<file path="config.mk">
export PLATFORM = sky130hd
export DESIGN_NAME = result_stream_buffer_flat
export DESIGN_NICKNAME = d
export VERILOG_FILES = /design/src/rtl/pc_stream_pkg.sv /design/src/rtl/result_stream_buffer_if.sv /design/src/rtl/stream_fifo_mem.sv /design/src/rtl/result_stream_buffer.sv /design/src/flat_wrapper.sv
export SDC_FILE = /design/constraint.sdc
export NUM_CORES = 1
export LEC_CHECK = 0
export CAP_MARGIN = 20
export CORE_MARGIN = 5
export CORE_UTILIZATION = 33
export CTS_BUF_LIST = sky130_fd_sc_hd__clkbuf_2
export DETAILED_ROUTE_END_ITERATION = 12
export MAX_ROUTING_LAYER = met4
export SLEW_MARGIN = 30
export SYNTH_ARGS = -nofsm -noshare
export SYNTH_HDL_FRONTEND = slang
export SYNTH_HIERARCHICAL = 1
export SYNTH_SLANG_ARGS = --single-unit
</file>
<file path="constraint.sdc">
create_clock -name CLK -period 4.16 [get_ports CLK]
set_input_delay 0.624 -clock CLK [delete_from_list [all_inputs] [get_ports CLK]]
set_output_delay 0.624 -clock CLK [all_outputs]
set_load 0.02 [all_outputs]
</file>
<file path="src/rtl/pc_stream_pkg.sv">
// Shared sizing helpers and entry layout for the result stream buffer.
// The result width grows with log2 of the number of summed coefficients.
package pc_stream_pkg;

  localparam int DROP_W   = 8;
  localparam int DROP_MAX = 255;

  function automatic int res_w(input int bits, input int cges);
    return $clog2(cges) + bits;
  endfunction

  localparam int RES_W_DEF = res_w(32, 49);

  typedef struct packed {
    logic                 over;
    logic [RES_W_DEF-1:0] data;
  } entry_t;

endpackage

</file>
<file path="src/rtl/result_stream_buffer_if.sv">
// Producer/consumer handshake bundle around the result stream buffer.
// The slave modport is the buffer itself; master is the surrounding logic.
interface result_stream_buffer_if #(
  parameter int MAX = 38
);
  logic           in_valid;
  logic [MAX-1:0] in_data;
  logic [MAX-1:0] threshold;
  logic           out_ready;
  logic           out_valid;
  logic [MAX-1:0] out_data;
  logic           out_over;

  modport slave (
    input  in_valid, in_data, threshold, out_ready,
    output out_valid, out_data, out_over
  );

  modport master (
    output in_valid, in_data, threshold, out_ready,
    input  out_valid, out_data, out_over
  );
endinterface

</file>
<file path="src/rtl/stream_fifo_mem.sv">
// Plain register array for FIFO storage: one write port, one async read port.
// Storage is never reset; only the pointers decide what is valid.
module stream_fifo_mem #(
  parameter int DEPTH = 4,
  parameter int W     = 39,
  localparam int PTR_W = $clog2(DEPTH)
) (
  input  logic             clk,
  input  logic             we,
  input  logic [PTR_W-1:0] waddr,
  input  logic [W-1:0]     wdata,
  input  logic [PTR_W-1:0] raddr,
  output logic [W-1:0]     rdata
);

  logic [W-1:0] mem_q [DEPTH];

  always_ff @(posedge clk) begin
    if (we) mem_q[waddr] <= wdata;
  end

  assign rdata = mem_q[raddr];

endmodule

</file>
<file path="src/rtl/result_stream_buffer.sv">
// Captures CPA results into a small FWFT FIFO, tags them against a threshold,
// tracks the running peak and counts results lost while the consumer stalls.
module result_stream_buffer
  import pc_stream_pkg::*;
#(
  parameter int BITS  = 32,
  parameter int CGES  = 49,
  parameter int DEPTH = 4,
  localparam int MAX   = res_w(BITS, CGES),
  localparam int PTR_W = $clog2(DEPTH),
  localparam int CNT_W = PTR_W + 1
) (
  input  logic                  CLK,
  input  logic                  reset_n,
  input  logic                  clr,
  result_stream_buffer_if.slave bus,
  output logic [CNT_W-1:0]      count,
  output logic                  overflow,
  output logic [DROP_W-1:0]     drop_cnt,
  output logic [MAX-1:0]        peak
);

  localparam logic [1:0] ST_EMPTY = 2'd0;
  localparam logic [1:0] ST_PART  = 2'd1;
  localparam logic [1:0] ST_FULL  = 2'd2;

  typedef struct packed {
    logic           over;
    logic [MAX-1:0] data;
  } ent_t;

  logic [PTR_W-1:0]  rd_q, rd_d, wr_q, wr_d;
  logic [CNT_W-1:0]  count_q, count_d;
  logic              ovf_q, ovf_d;
  logic [DROP_W-1:0] drop_q, drop_d;
  logic [MAX-1:0]    peak_q, peak_d;
  ent_t              head_q, head_d;
  ent_t              wdata, rdata;
  logic [1:0]        occ;
  logic              pop, push, drop;

  always_comb begin
    occ = ST_PART;
    if (count_q == '0)                       occ = ST_EMPTY;
    else if (count_q == CNT_W'(DEPTH))       occ = ST_FULL;
  end

  assign pop   = (occ != ST_EMPTY) & bus.out_ready;
  assign push  = bus.in_valid & ((occ != ST_FULL) | pop);
  assign drop  = bus.in_valid & (occ == ST_FULL) & ~pop;
  assign wdata = '{over: (bus.in_data > bus.threshold), data: bus.in_data};

  // Storage is read at the next read pointer so the head register can be
  // loaded with the entry that will be at the head after this edge.
  stream_fifo_mem #(.DEPTH(DEPTH), .W(MAX + 1)) u_mem (
    .clk   (CLK),
    .we    (push & ~clr),
    .waddr (wr_q),
    .wdata (wdata),
    .raddr (rd_d),
    .rdata (rdata)
  );

  always_comb begin
    rd_d    = rd_q;
    wr_d    = wr_q;
    count_d = count_q;
    ovf_d   = ovf_q;
    drop_d  = drop_q;
    peak_d  = peak_q;
    head_d  = head_q;
    if (clr) begin
      rd_d    = '0;
      wr_d    = '0;
      count_d = '0;
      ovf_d   = 1'b0;
      drop_d  = '0;
      peak_d  = '0;
      head_d  = '0;
    end else begin
      if (push) wr_d = wr_q + PTR_W'(1);
      if (pop)  rd_d = rd_q + PTR_W'(1);
      if (push && !pop)      count_d = count_q + CNT_W'(1);
      else if (pop && !push) count_d = count_q - CNT_W'(1);
      if (drop) begin
        ovf_d = 1'b1;
        if (drop_q != DROP_W'(DROP_MAX)) drop_d = drop_q + DROP_W'(1);
      end
      if (push && (bus.in_data > peak_q)) peak_d = bus.in_data;
      // Entry landing on the new head this edge is not in storage yet.
      if (count_d != '0) head_d = (push && (wr_q == rd_d)) ? wdata : rdata;
    end
  end

  always_ff @(posedge CLK or negedge reset_n) begin
    if (!reset_n) begin
      rd_q    <= '0;
      wr_q    <= '0;
      count_q <= '0;
      ovf_q   <= 1'b0;
      drop_q  <= '0;
      peak_q  <= '0;
      head_q  <= '0;
    end else begin
      rd_q    <= rd_d;
      wr_q    <= wr_d;
      count_q <= count_d;
      ovf_q   <= ovf_d;
      drop_q  <= drop_d;
      peak_q  <= peak_d;
      head_q  <= head_d;
    end
  end

  assign bus.out_valid = (count_q != '0);
  assign bus.out_data  = head_q.data;
  assign bus.out_over  = head_q.over;
  assign count         = count_q;
  assign overflow      = ovf_q;
  assign drop_cnt      = drop_q;
  assign peak          = peak_q;

endmodule

</file>
<file path="src/flat_wrapper.sv">
// flat-port wrapper written by rule: the top's interface ports become plain ports
module result_stream_buffer_flat import pc_stream_pkg::*;
#(
  parameter int BITS  = 32,
  parameter int CGES  = 49,
  parameter int DEPTH = 4,
  localparam int MAX   = res_w(BITS, CGES),
  localparam int PTR_W = $clog2(DEPTH),
  localparam int CNT_W = PTR_W + 1
)
  (CLK, reset_n, clr, count, overflow, drop_cnt, peak, bus_in_valid, bus_in_data, bus_threshold, bus_out_ready, bus_out_valid, bus_out_data, bus_out_over);
  result_stream_buffer_if #(.MAX((38))) bus_i ();
  input  logic CLK;
  input  logic reset_n;
  input  logic clr;
  output logic [CNT_W-1:0] count;
  output logic overflow;
  output logic [DROP_W-1:0] drop_cnt;
  output logic [MAX-1:0] peak;
  input wire logic [$bits(bus_i.in_valid)-1:0] bus_in_valid;
  input wire logic [$bits(bus_i.in_data)-1:0] bus_in_data;
  input wire logic [$bits(bus_i.threshold)-1:0] bus_threshold;
  input wire logic [$bits(bus_i.out_ready)-1:0] bus_out_ready;
  output wire logic [$bits(bus_i.out_valid)-1:0] bus_out_valid;
  output wire logic [$bits(bus_i.out_data)-1:0] bus_out_data;
  output wire logic [$bits(bus_i.out_over)-1:0] bus_out_over;
  assign bus_i.in_valid = bus_in_valid;
  assign bus_i.in_data = bus_in_data;
  assign bus_i.threshold = bus_threshold;
  assign bus_i.out_ready = bus_out_ready;
  assign bus_out_valid = bus_i.out_valid;
  assign bus_out_data = bus_i.out_data;
  assign bus_out_over = bus_i.out_over;
  result_stream_buffer #(.BITS(BITS), .CGES(CGES), .DEPTH(DEPTH)) u_core (.CLK(CLK), .reset_n(reset_n), .clr(clr), .bus(bus_i), .count(count), .overflow(overflow), .drop_cnt(drop_cnt), .peak(peak));
endmodule
</file>
==> impl_metrics.ini, run 1 <==
[run_status]
status = completed

[die]
die_w_um = 202
io_pins = 171
die_area_um2 = 40800
core_um2 = 36500
initial_core_util_pct = 33.3
dieHeight_um = 202
num_rows = 70

[place]
pre_cts_ws_ns = 0.199
gp_congestion = 0.831
dpl.hpwl_um = 22700
portBuffers = 170

[synthesis]
syn_inst = 923
synth_seq_cells = 249
yosysSeqAreaShare_pct = 57.6
synthesis.area_um2 = 12200
ys_warn_count = 6
ys_types = 55
syn-num-nets = 1084
async_flop_share_pct = 37.3
ys.flop_type = edfxtp_1
postSynthAreaPerCell_um2 = 13.2
synth_enable_flop_cells = 156

[setup_path]
cpMaxStageDelayCell = clkdlybuf4s50_1
arrival_ns = 2.74
cp.depth = 5
crit_fanout = 9
startpoint = u_core/count[1]$_DFF_PN0_
crit_type = flop to output pin
slowest_delay_ns = 0.63
cp.required_ns = 3.54
crit_family = buffers and inverters
r2r-start = u_core/count[1]$_DFF_PN0_
worstSetupEndpointType = output pin
crit_buf_inv = 3
cp-start-kind = flop
path_cells = inv_1 > ha_1 > nor2b_4 > inv_2 > clkdlybuf4s50_1
r2r_cells = 10

[hold_path]
holdPathStages = 2
hp-start = clr
min_path_type = input port to flop

[clock_network]
cts_resized = 0
clock_path_buffers = 3
cts.sinks = 249
clkTransAtPathRegs_ns = 0.12
tritoncts = built
ctsHtreeMaxLevel = 3
root_buffer = clkbuf_2
numCtsBuffers = 70
worstSkewPairLatency_ns = 0.92

[global_route]
antenna_found_initial = 2
grt.total_usage_pct = 16.6
grt_max_degree = 57
grt_pass1_wl_um = 50800
globalRouteOverflowTotal = 0
grt_pass1_vias = 8672

[power_and_ir_drop]
power.share.clock_pct = 23.6
power_switching_share_pct = 36.9
p_sw_mw = 2.99
p_leak_nw = 6.23
combPwrFrac_pct = 38.5
internal_power_mw = 5.12
pwr_density_cell_nw_per_um2 = 532
peakVddDrop_mv = 0.327
pwr-share-seq_pct = 37.9

[routing]
ant_nets = 0
firstDrtPassIters = 5
drc = 0
drt-total-wl_um = 32700
wl_per_cell_um = 19.4
viasPerCell = 4.89
drt_iter0_markers = 505
vias = 8232

[timing]
post-route-period-util_pct = 81.0
slew_headroom_pct = 42.6
setup_ws_ns = 0.792
finClkSkew_ns = 0.0822
worst_pin_slew_ns = 0.861
final_max_slew_viol_count = 0
setup_viol = 0
layout_min_cycle_time_ns = 3.37
grt_setup_unrepaired = no
hold_viol_final = 0
max_freq_mhz = 297
tns_ns = 0

[finish]
drive_gt1_share_pct = 16.6
fin_nets = 1319
area_growth_pct = 25.2

[flow_run]
drv_cap = 0
-- power groups by stage --
stage | Combinational, mW | Sequential (mW) | Clock, mW
floorplan | 1.89 | 3.33 | 0
global placement | 3.13 | 3.12 | 0
detailed placement | 3.16 | 3.13 | 0
CTS | 3.18 | 3.07 | 2.00
global route | 3.43 | 3.10 | 2.14
finish | 3.12 | 3.07 | 1.91
-- cell families after synthesis --
kind of cell,synth area share [%]
adder cells (fa/ha/maj),8.23
multiplexers,13.7
buffers and inverters,4.85
AND/OR/NAND/NOR,7.86
XOR/XNOR,0.864
flip-flops,57.6
AO/OA/AOI/OAI,6.83
-- synthesized netlist by cell type (all sizes together) (3+ instances only) --
master	number	share of area [%]
a211oi	41	2.5
a21o	13	0.80
a21oi	34	1.4
and3	4	0.21
and4	3	0.24
buf	24	1.6
clkbuf	19	0.59
dfrtp	93	19
edfxtp	156	39
ha	80	8.2
inv	86	2.7
mux2i	78	6.4
mux4	39	7.2
nand2	99	3.1
nand3	8	0.33
nand4	16	0.82
nor2	63	1.9
nor2b	5	0.32
nor3	4	0.16
nor4	3	0.15
o21ai	7	0.29
o221ai	5	0.36
xnor2	5	0.36
xor2	7	0.50
-- metal layers --
| metal | GRT usage (%) | vias up | part of all wire [%] |
|---|---|---|---|
| li1 | - | 3920 | - |
| met2 | 26.0 | 211 | 48 |
| met1 | 21.4 | 4071 | 46 |
| met4 | 4.69 | 0 | 1.2 |
| met5 | - | - | 0 |
| met3 | 4.32 | 30 | 5.2 |
-- final cells by class --
cell class / instances / area (um^2)
Inverter: 86 / 323
Clock buffer: 101 / 505
Multi-Input combinational cell: 545 / 4610
Antenna cell: 2 / 5.00
Clock inverter: 28 / 195
Sequential cell: 249 / 7010
Fill cell: 3429 / 21300
Timing Repair Buffer: 206 / 1990
Tap cell: 468 / 586
-- worst reg2reg max path: cells and delay by family, from the launching register on --
family	cells	cell delay, ns
adder cells (fa/ha/maj)	1	0.36
AO/OA/AOI/OAI	2	0.28
multiplexers	1	0.28
buffers and inverters	3	0.65
flip-flops	1	0.47
AND/OR/NAND/NOR	3	0.94
-- through the flow --
| stage | std cells | instance area, um^2 | total power, mW | util (%) | hold WS (ns) |
|---|---|---|---|---|---|
| 2_1_floorplan | 923 | 12200 | 5.21 | - | 0.328 |
| 3_3_place_gp | 1553 | 14500 | 6.25 | 39.7 | 0.504 |
| 3_5_place_dp | 1553 | 14500 | 6.29 | 39.7 | 0.507 |
| 4_1_cts | 1683 | 15200 | 8.26 | 41.7 | 0.288 |
| 5_1_grt | 1685 | 15200 | 8.67 | 41.7 | 0.158 |
| 6_report | 1685 | 15200 | 8.10 | 41.7 | 0.193 |
-- what timing repair did --
item                                   4_1_cts  5_1_grt
hold buffers                                 1        0
buffers inserted                             0        0
endpoints found under the hold margin       54        0
setup endpoints to repair                    0        0
-- worst paths after layout --
check	slack, ns	to
max	0.79	bus_out_valid
min	0.19	u_core/count[2]$_DFF_PN0_
max reg2reg	0.98	u_core/bus.out_data[11]$_DFFE_PN0P_
min reg2reg	0.52	u_core/overflow$_DFFE_PN0P_
max in group asynchronous	2.92	u_core/bus.out_data[28]$_DFFE_PN0P_
min in group asynchronous	0.36	u_core/peak[21]$_DFFE_PN0P_
-- registers in the layout (all words and copies together), names as in the netlist --
register	flops
u_core/u_mem/mem_q	156
u_core/bus.out_data	38
u_core/peak	38
u_core/drop_cnt	8
u_core/count	3
u_core/rd_q	2
u_core/wr_q	2
u_core/bus.out_over	1
u_core/overflow	1
-- placed cells by master (no fill, tap or decap), types with 3 or more instances in the layout --
cell type / n
a21oi_1: 34
nor4_1: 3
nand4_1: 16
o21ai_0: 7
nand2_1: 99
nor2_1: 61
and3_1: 3
clkdlybuf4s50_1: 168
nor3_1: 4
clkinv_2: 3
ha_1: 80
nand3_1: 8
bufinv_16: 3
mux4_2: 39
mux2i_1: 78
xnor2_1: 5
xor2_1: 7
a21o_1: 13
a211oi_1: 40
clkinv_1: 18
dfrtp_1: 93
nor2b_1: 4
inv_2: 4
o221ai_1: 5
buf_4: 35
edfxtp_1: 156
clkbuf_2: 101
inv_1: 84
Note: power is estimated with default switching activity, not from simulation.
==> inputs of run 2 (changes only) <==
==> constraint.sdc (replaced) <==
create_clock -name CLK -period 3.1 [get_ports CLK]
set_input_delay 0.465 -clock CLK [delete_from_list [all_inputs] [get_ports CLK]]
set_output_delay 0.465 -clock CLK [all_outputs]
set_load 0.02 [all_outputs]
==> run 2 against run 1 <==
Combinational power rose by 41%. Critical endpoint unchanged. Via count up 2.2%. Clock power is 23% higher.
==> impl_metrics.ini, run 2 (same netlist as run 1, synthesis figures left out) <==
[power_and_ir_drop]
power.share.clock_pct = 21.6
p_total_mw = 10.9
pwr-share-seq_pct = 38.0
peakVddDrop_mv = 0.614
pwr_density_cell_nw_per_um2 = 694
internal_power_mw = 6.94
p_leak_nw = 6.53
p_sw_mw = 3.96
power_switching_share_pct = 36.3
combPwrFrac_pct = 40.4

[routing]
drt-total-wl_um = 32900
ant_nets = 0
firstDrtPassIters = 4
drc = 0
drt_iter0_markers = 446
wl_per_cell_um = 19.0
vias = 8409
viasPerCell = 4.85

[finish]
fin_nets = 1371
num-fill-cells = 3407
finalNonFillerCells = 1734
regArea_um2 = 7010
multi_input_area_um2 = 4610
fin_util_pct = 43.0
area_growth_pct = 29.1
drive_gt1_share_pct = 20.7
top_register = u_core/u_mem/mem_q
design_area_um2 = 15700
final_common_cell = clkdlybuf4s50_1
layout_common_cells = clkdlybuf4s50_1 (168), edfxtp_1 (156), clkbuf_2 (108)
largest_reg_flops = 156

[setup_path]
crit_type = flop to output pin
cp.required_ns = 2.63
worstSetupEndpointType = output pin
arrival_ns = 2.39
path_cells = inv_1 > ha_1 > nor2b_4 > inv_2 > clkdlybuf4s50_1
cpMaxStageDelayCell = clkdlybuf4s50_1
crit_fanout = 7
slowest_delay_ns = 0.63
cp-start-kind = flop

[clock_network]
tritoncts = built
numCtsBuffers = 67
ctsHtreeMaxLevel = 3
cts.sinks = 249
worstSkewPairLatency_ns = 0.82
clkTransAtPathRegs_ns = 0.09
root_buffer = clkbuf_2
clock_path_buffers = 3

[die]
initial_core_util_pct = 33.3
num_rows = 70
die_w_um = 202
dieHeight_um = 202
core_um2 = 36500
io_pins = 171
die_area_um2 = 40800

[place]
place_area_um2 = 15000
placedCellCount = 1606
portBuffers = 170
pre_cts_ws_ns = -0.287
dpl.hpwl_um = 23000
gp_congestion = 0.822

[global_route]
grt_max_degree = 65
grt_pass1_vias = 8742
globalRouteOverflowTotal = 0
grt_pass1_wl_um = 51400
grt.total_usage_pct = 16.6
antenna_found_initial = 2

[timing]
fin_hold_ws_ns = 0.157
setup_ws_ns = 0.241
tns_ns = 0
hold_viol_final = 0
setup_viol = 0
slew_headroom_pct = 54.1
grt_setup_unrepaired = no
finClkSkew_ns = 0.0582
final_max_slew_viol_count = 0
max_freq_mhz = 350
worst_pin_slew_ns = 0.680
layout_min_cycle_time_ns = 2.86
post-route-period-util_pct = 92.2

[hold_path]
min_path_type = input port to async pin

[run_status]
status = completed

[flow_run]
drv_cap = 0
## run 2: cell count changes in the layout (fill, tap and decap cells not counted), moves of 2 or more
| cell | delta |
|---|---|
| buf_12 | +11 |
| clkbuf_2 | +7 |
| clkinv_1 | -10 |
| bufinv_16 | -2 |
| buf_4 | +43 |
## run 2: layout make-up
cell class | instances | area share, %
Sequential cell | 249 | 44.7
Clock inverter | 15 | 0.566
Antenna cell | 2 | 0.0319
Multi-Input combinational cell | 545 | 29.3
Tap cell | 468 | 3.73
Clock buffer | 108 | 3.44
Timing Repair Buffer | 261 | 16.2
Inverter | 86 | 2.06
## run 2: power groups by stage
stage	clock, mW	combinational, mW	sequential [mW]
after floorplan	0	2.53	4.47
after CTS	2.46	4.47	4.15
after global placement	0	4.41	4.21
after global routing	2.66	4.82	4.19
after detailed placement	0	4.45	4.22
final	2.35	4.40	4.15
## run 2: repair_timing
item / CTS / global route
hold endpoints to repair: 47 / 0
hold buffers: 1 / 0
endpoints found under the setup margin: 0 / 32
gates resized for setup: 0 / 1
buffers inserted: 0 / 2
## run 2: routing by layer
metal / up-vias / wire (um) / part of all wire [%] / track usage [%]
li1: 4018 / - / - / -
met2: 192 / 15800 / 48 / 26.2
met3: 52 / 1460 / 4.4 / 4.12
met4: 0 / 654 / 2.0 / 4.86
met1: 4147 / 15000 / 46 / 21.5
met5: - / 0 / 0 / -
## run 2: critical path, delay by kind of cell (launching register included)
kind	cells	cell delay (ns)
adder cells (fa/ha/maj)	1	0.20
buffers and inverters	3	0.83
AND/OR/NAND/NOR	1	0.14
flip-flops	1	0.44
## run 2: worst paths after layout
kind | from | end | slack (ns) | depth (start not counted)
max reg2reg | u_core/peak[5]$_DFFE_PN0P_ | u_core/peak[2]$_DFFE_PN0P_ | 0.26 | 11
min | reset_n | u_core/peak[24]$_DFFE_PN0P_ | 0.16 | 2
max in group asynchronous | reset_n | u_core/count[1]$_DFF_PN0_ | 2.12 | 3
max | u_core/count[1]$_DFF_PN0_ | bus_out_valid | 0.24 | 5
min reg2reg | u_core/overflow$_DFFE_PN0P_ | u_core/overflow$_DFFE_PN0P_ | 0.54 | 2
min in group CLK | clr | u_core/bus.out_data[14]$_DFFE_PN0P_ | 0.19 | 2
==> RTL edit 1 (flow settings as in run 2) <==
`DEPTH` is set to 4 in 3 places; all go to 8.
--- a/src/rtl/stream_fifo_mem.sv
+++ b/src/rtl/stream_fifo_mem.sv
@@ -1,7 +1,7 @@
 // Plain register array for FIFO storage: one write port, one async read port.
 // Storage is never reset; only the pointers decide what is valid.
 module stream_fifo_mem #(
-  parameter int DEPTH = 4,
+  parameter int DEPTH = 8,
   parameter int W     = 39,
   localparam int PTR_W = $clog2(DEPTH)
 ) (
--- a/src/rtl/result_stream_buffer.sv
+++ b/src/rtl/result_stream_buffer.sv
@@ -5,7 +5,7 @@
 #(
   parameter int BITS  = 32,
   parameter int CGES  = 49,
-  parameter int DEPTH = 4,
+  parameter int DEPTH = 8,
   localparam int MAX   = res_w(BITS, CGES),
   localparam int PTR_W = $clog2(DEPTH),
   localparam int CNT_W = PTR_W + 1
--- a/src/flat_wrapper.sv
+++ b/src/flat_wrapper.sv
@@ -3,7 +3,7 @@
 #(
   parameter int BITS  = 32,
   parameter int CGES  = 49,
-  parameter int DEPTH = 4,
+  parameter int DEPTH = 8,
   localparam int MAX   = res_w(BITS, CGES),
   localparam int PTR_W = $clog2(DEPTH),
   localparam int CNT_W = PTR_W + 1
Ports: changed (resized count); port bits go from 171 to 172. The function was not compared with the original's and may differ.
==> RTL edit 1 against run 2 <==
The flow now finishes with violations (negative setup slack); cell area increased by 50%; sequential cell count increased by 159; synthesized area grew 50%; routed wire length grew 50%; worst hold slack better by 0.012 ns; setup slack worse by 0.27 ns; power is 43% higher; fmax decreased by 8.6%; count of clock-buffer cells in the layout grew 46; global-route usage increased by 0.15 points; critical path type is now flop to flop.
==> RTL edit 1: results (changes against run 2) <==
Met2 Track Usage GR: 26.51% (+0.35 points)
Wl on met1: 21.77 mm (+45%)
Crit-path slowest cell: mux4_2
Input/output buffers: 171 (+0.59%)
NonClk Buf Share: 14.47% (-1.7 points)
Routability cong.: 0.8019 (-2.4%)
Status: finished with violations
Most frequent cells after synthesis: edfxtp_1 (312), dfrtp_1 (96), ha_1 (81), inv_1 (81), mux2i_1 (79)
Failing checks: negative setup slack
Layout clock area frac: 4.240% (+0.23 points)
NumNets Final: 1,698 (+24%)
Initial DRC count: 821 (+84%)
Clk_lat worst skew: 1.05 ns (+0.23 ns)
Ratio of cells with drive above 1 in the final layout: 29.69% (+9.0 points)
Netlist cell types: 57 (+3.6%)
Post-DP HPWL: 32.61 mm (+42%)
Setup WS post-layout: -0.02845 ns (-0.2693 ns)
Num CTS Buffers: 104 (+55%)
Fraction of area in multi-input gates: 25.85% (-3.5 points)
DRT Pass-1 Iters: 7 (+3)
First-pass GRT wire length: 74.57 mm (+45%)
Flip-flop count of the largest register after layout: 312 (+100%)
Vias per cell: 4.792 (-1.2%)
Hold slack: 0.1696 ns (+0.01247 ns)
Ranking of synthesized cells by area: edfxtp_1 (51%), dfrtp_1 (13%), mux4_2 (9.6%), ha_1 (5.5%), mux2i_1 (4.3%)
All-Layer GR Usage: 16.79% (+0.15 points)
Flops & latches, synth: 408 (+64%)
WL per Instance: 20.78 µm (+9.4%)
Skew final: 0.07759 ns (+0.01942 ns)
Final setup viols: 1 (+1)
Critical path's largest stage delay: 0.51 ns (-0.12 ns)
Relative slew slack: 57.01% (+2.9 points)
Crit Reg-Reg Endpoint: u_core/bus.out_data[18]
Critical Path AT: 4.01 ns (+1.62 ns)
CLK BUF: 154 (+43%)
Setup Total Neg Slack: -0.02845 ns (-0.02845 ns)
Pre-CTS setup slack: -0.1407 ns (+0.1463 ns)
Largest net degree at the start of global routing: 36 (-45%)
Vias in the first global route: 12,211 (+40%)
DRT Wirelength: 49.44 mm (+50%)
Multi-Input Combinational: 615 (+13%)
DR WL met3: 3.059 mm (+110%)
Area Overhead vs Synth: 28.51%
Worst-path maximum fanout: 8 (+1)
Non-clk bufs: 326 (+25%)
R2R Setup Slk: -0.03 ns (-0.29 ns)
RTL edit 1: changes by cell type after synthesis, sizes merged, moves of 4 or more:
cell,run 2,this run
or3,0,4
inv,86,81
nor2,63,70
a21o,13,4
mux2,1,40
mux4,39,78
nand2,99,75
buf,24,28
a211oi,41,4
o21ai,7,55
edfxtp,156,312
nand2b,1,7
nand3b,0,4
RTL edit 1: how the worst max path moves through the flow:
stage | start | endpoint | slack (ns) | depth (start not counted)
3_5_place_dp | bus_in_data[33] | u_core/peak[31] | -0.14 | 10
2_1_floorplan | u_core/count[0] | u_core/u_mem/mem_q[2][0] | -0.06 | 9
6_report | u_core/count[0] | u_core/bus.out_data[18] | -0.03 | 12
4_1_cts | u_core/count[0] | u_core/bus.out_data[13] | -0.01 | 12
3_3_place_gp | bus_in_data[37] | u_core/peak[7] | -0.12 | 10
5_1_grt | u_core/count[1] | u_core/bus.out_data[18] | -0.04 | 12
RTL edit 1: power groups by stage:
stage | clock network [µW] | registers, µW | logic [µW]
2_1_floorplan | 0 | 7040 | 2530
3_3_place_gp | 0 | 6710 | 5000
3_5_place_dp | 0 | 6720 | 5040
4_1_cts | 3880 | 6600 | 5110
5_1_grt | 4170 | 6650 | 5700
6_report | 3720 | 6590 | 5320
RTL edit 1: timing repair:
item	CTS	global route
buffers inserted	1	12
setup endpoints to repair	16	32
cloned	0	3
pin swaps	1	2
endpoints found under the hold margin	139	0
hold buffers	5	0
gates resized for setup	6	19
RTL edit 1: kinds of logic (layout without fill, tap and decap cells):
family                     Yosys count  in the layout  synth area share (%)
DFF                                408            408                 64.40
muxes                              197            197                 16.81
AOI/OAI and AO/OA                  119            119                 3.916
and+or+nand+nor                    203            203                 5.168
adders and majority gates           81             81                 5.545
buffers and inverters              130            604                 3.354
xor gates and xnor gates            15             15                0.8009
other                                0              4                     0
==> RTL edit 2 (config.mk and constraints of run 2) <==
Made on the original files. Put one more register stage on the output `drop_cnt`, cleared by the reset. The value now appears one clock later. The other outputs are not delayed to match.
--- a/src/rtl/result_stream_buffer.sv
+++ b/src/rtl/result_stream_buffer.sv
@@ -117,7 +117,13 @@
   assign bus.out_over  = head_q.over;
   assign count         = count_q;
   assign overflow      = ovf_q;
-  assign drop_cnt      = drop_q;
+  always_ff @(posedge CLK or negedge reset_n) begin
+    if (!reset_n) begin
+      drop_cnt <= '0;
+    end else begin
+      drop_cnt <= drop_q;
+    end
+  end
   assign peak          = peak_q;
 
 endmodule
Function: no difference found for any inputs over 4 cycles, from zero or initial values and one cycle with reset_n low; that may be too few to reach the edited logic, so the function may still have changed.
==> RTL edit 2 against run 2 <==
Count of clock-buffer cells in the layout down 2; global-route usage fell by 0.34 points; fmax up 2.0%; cell area increased by 2.5%; sequential share of layout area rose by 0.14 points; sequential cell count increased by 8; routed wire length shrank 0.67%; via count fell by 0.42%; first-iteration DRC count stayed put; utilization up 0.052 points; synthesized area is 2.2% higher; power shrank 3.3%; setup slack better by 0.055 ns; largest power group is now registers.
==> RTL edit 2: results (changes against run 2) <==
Clock Path Buffers: 3 (unchanged)
Post-CTS Setup Repair Bufs: 0 (unchanged)
Syn_nets: 1,087 (+0.28%)
Initial DRC count: 446 (unchanged)
Pre-CTS setup slack: -0.1868 ns (+0.1002 ns)
All-Layer GR Usage: 16.30% (-0.34 points)
First-pass GRT wire length: 51.05 mm (-0.76%)
Ys Warns: 6 (unchanged)
Initial antenna violation count: 3 (+1)
WL per Instance: 18.26 µm (-3.9%)
Placed Instance Area: 0.01540 mm² (+2.4%)
Post-DP HPWL: 23.18 mm (+0.64%)
Static leakage: 0.006463 µW (-0.98%)
Worst vdd ir: 0.2455 mV (-60%)
Routability cong.: 0.7695 (-6.4%)
Ranking of synthesized cells by area: edfxtp_1 (38%), dfrtp_1 (20%), ha_1 (8.1%), mux4_2 (7.1%), mux2i_1 (6.4%)
Filler cells: 3,491 (+2.5%)
Skew final: 0.06811 ns (+0.009934 ns)
Largest Register: u_core/u_mem/mem_q
Num CTS Buffers: 71 (+6.0%)
Reg2reg path depth: 10 (-1)
Worst reg2reg path startpoint: u_core/peak[21]
Critical Path AT: 3.48 ns (+1.09 ns)
Post-synth EDFFs: 156 (unchanged)
Critical path class: flop to flop
Crit Reg-Reg Endpoint: u_core/peak[24]
Fmax: 0.3567 GHz (+2.0%)
Hold Path End: u_core/rd_q[0]
Hold/Removal Path Class: input pin to flop
Tightest Pin Transition: 0.5976 ns (-0.08280 ns)
Post-synth top flop: edfxtp_1
DRT Pass-1 Iters: 5 (+1)
R2R Setup Slk: 0.30 ns (+0.04 ns)
Async set-reset flop share out of synthesis: 39.30% (+2.0 points)
NumNets Final: 1,381 (+0.73%)
Dpl cells: 1,657 (+3.2%)
Status: finished, final reports clean
Vias in the first global route: 8,843 (+1.2%)
Input/output buffers: 170 (unchanged)
Finished Layout Cells: 1,792 (+3.3%)
Worst-path maximum fanout: 14 (+7)
Netlist cell types: 58 (+5.5%)
CTS resizes: 2 (+2)
Register area share after synthesis: 58.02% (+0.38 points)
Largest net degree at the start of global routing: 47 (-28%)
Ratio of cells with drive above 1 in the final layout: 20.58% (-0.15 points)
Synthesized instance count: 926 (+0.33%)
Vias per cell: 4.673 (-3.6%)
Hold_buf cts: 1 (unchanged)
Post-synth top area share: 37.68% (-0.82 points)
Hold-critical path depth: 3
Most frequent cells after synthesis: edfxtp_1 (156), dfrtp_1 (101), inv_1 (83), ha_1 (80), mux2i_1 (79)
Hold slack: 0.1412 ns (-0.01591 ns)
Clk_lat worst skew: 0.81 ns
Worst setup endpoint: u_core/peak[24]
## RTL edit 2: cell types whose count changed in the layout (fill, tap and decap cells not counted), sizes merged, moves of 8 or more
cell,delta
nor2,-40
nand2,-40
nand2b,+77
dfrtp,+8
a211oi,-38
clkinv,+9
o21ai,+42
## RTL edit 2: critical path: stages (launching register included)
cell,delay (ns)
dfrtp_1,0.42
inv_1,0.06
ha_1,0.31
nand4_1,0.23
buf_4,0.23
o221ai_1,0.27
o21ai_0,0.12
nor4b_1,0.19
a211oi_4,0.41
buf_12,0.22
mux2i_1,0.19
## RTL edit 2: layout make-up
class | count | area [µm²] | area share [%]
antenna | 3 | 7.507 | 0.04662
clock buffer | 106 | 530.5 | 3.295
clock inverter | 25 | 135.1 | 0.8392
inverter | 84 | 315.3 | 1.958
multi-input combinational | 547 | 4743 | 29.46
sequential | 257 | 7213 | 44.80
tap | 511 | 639.4 | 3.971
timing repair buffer | 259 | 2517 | 15.63
## RTL edit 2: kinds of logic after synthesis
kind of cell / after synthesis / share of synthesized area [%]
buffers and inverters: 122 / 4.398
muxes: 118 / 13.43
AOI/OAI and AO/OA: 122 / 5.848
DFF: 257 / 58.02
and+or+nand+nor: 214 / 9.341
adders and majority gates: 80 / 8.052
xor gates and xnor gates: 13 / 0.9160
## RTL edit 2: per-layer routing
layer,vias up,part of all wire [%],track usage (%)
met2,218,47,25.56
met3,45,5.2,3.063
met1,4093,46,21.76
met5,-,0,-
met4,0,1.7,4.929
li1,4018,-,-
## RTL edit 2: where the power goes
group / switching [µW] / internal, µW / leakage, µW / total [µW]
logic: 2020 / 1850 / 0.00319 / 3870
registers: 249 / 4000 / 0.00277 / 4250
clock network: 1420 / 1010 / 0.000511 / 2430
total: 3690 / 6860 / 0.00646 / 10500
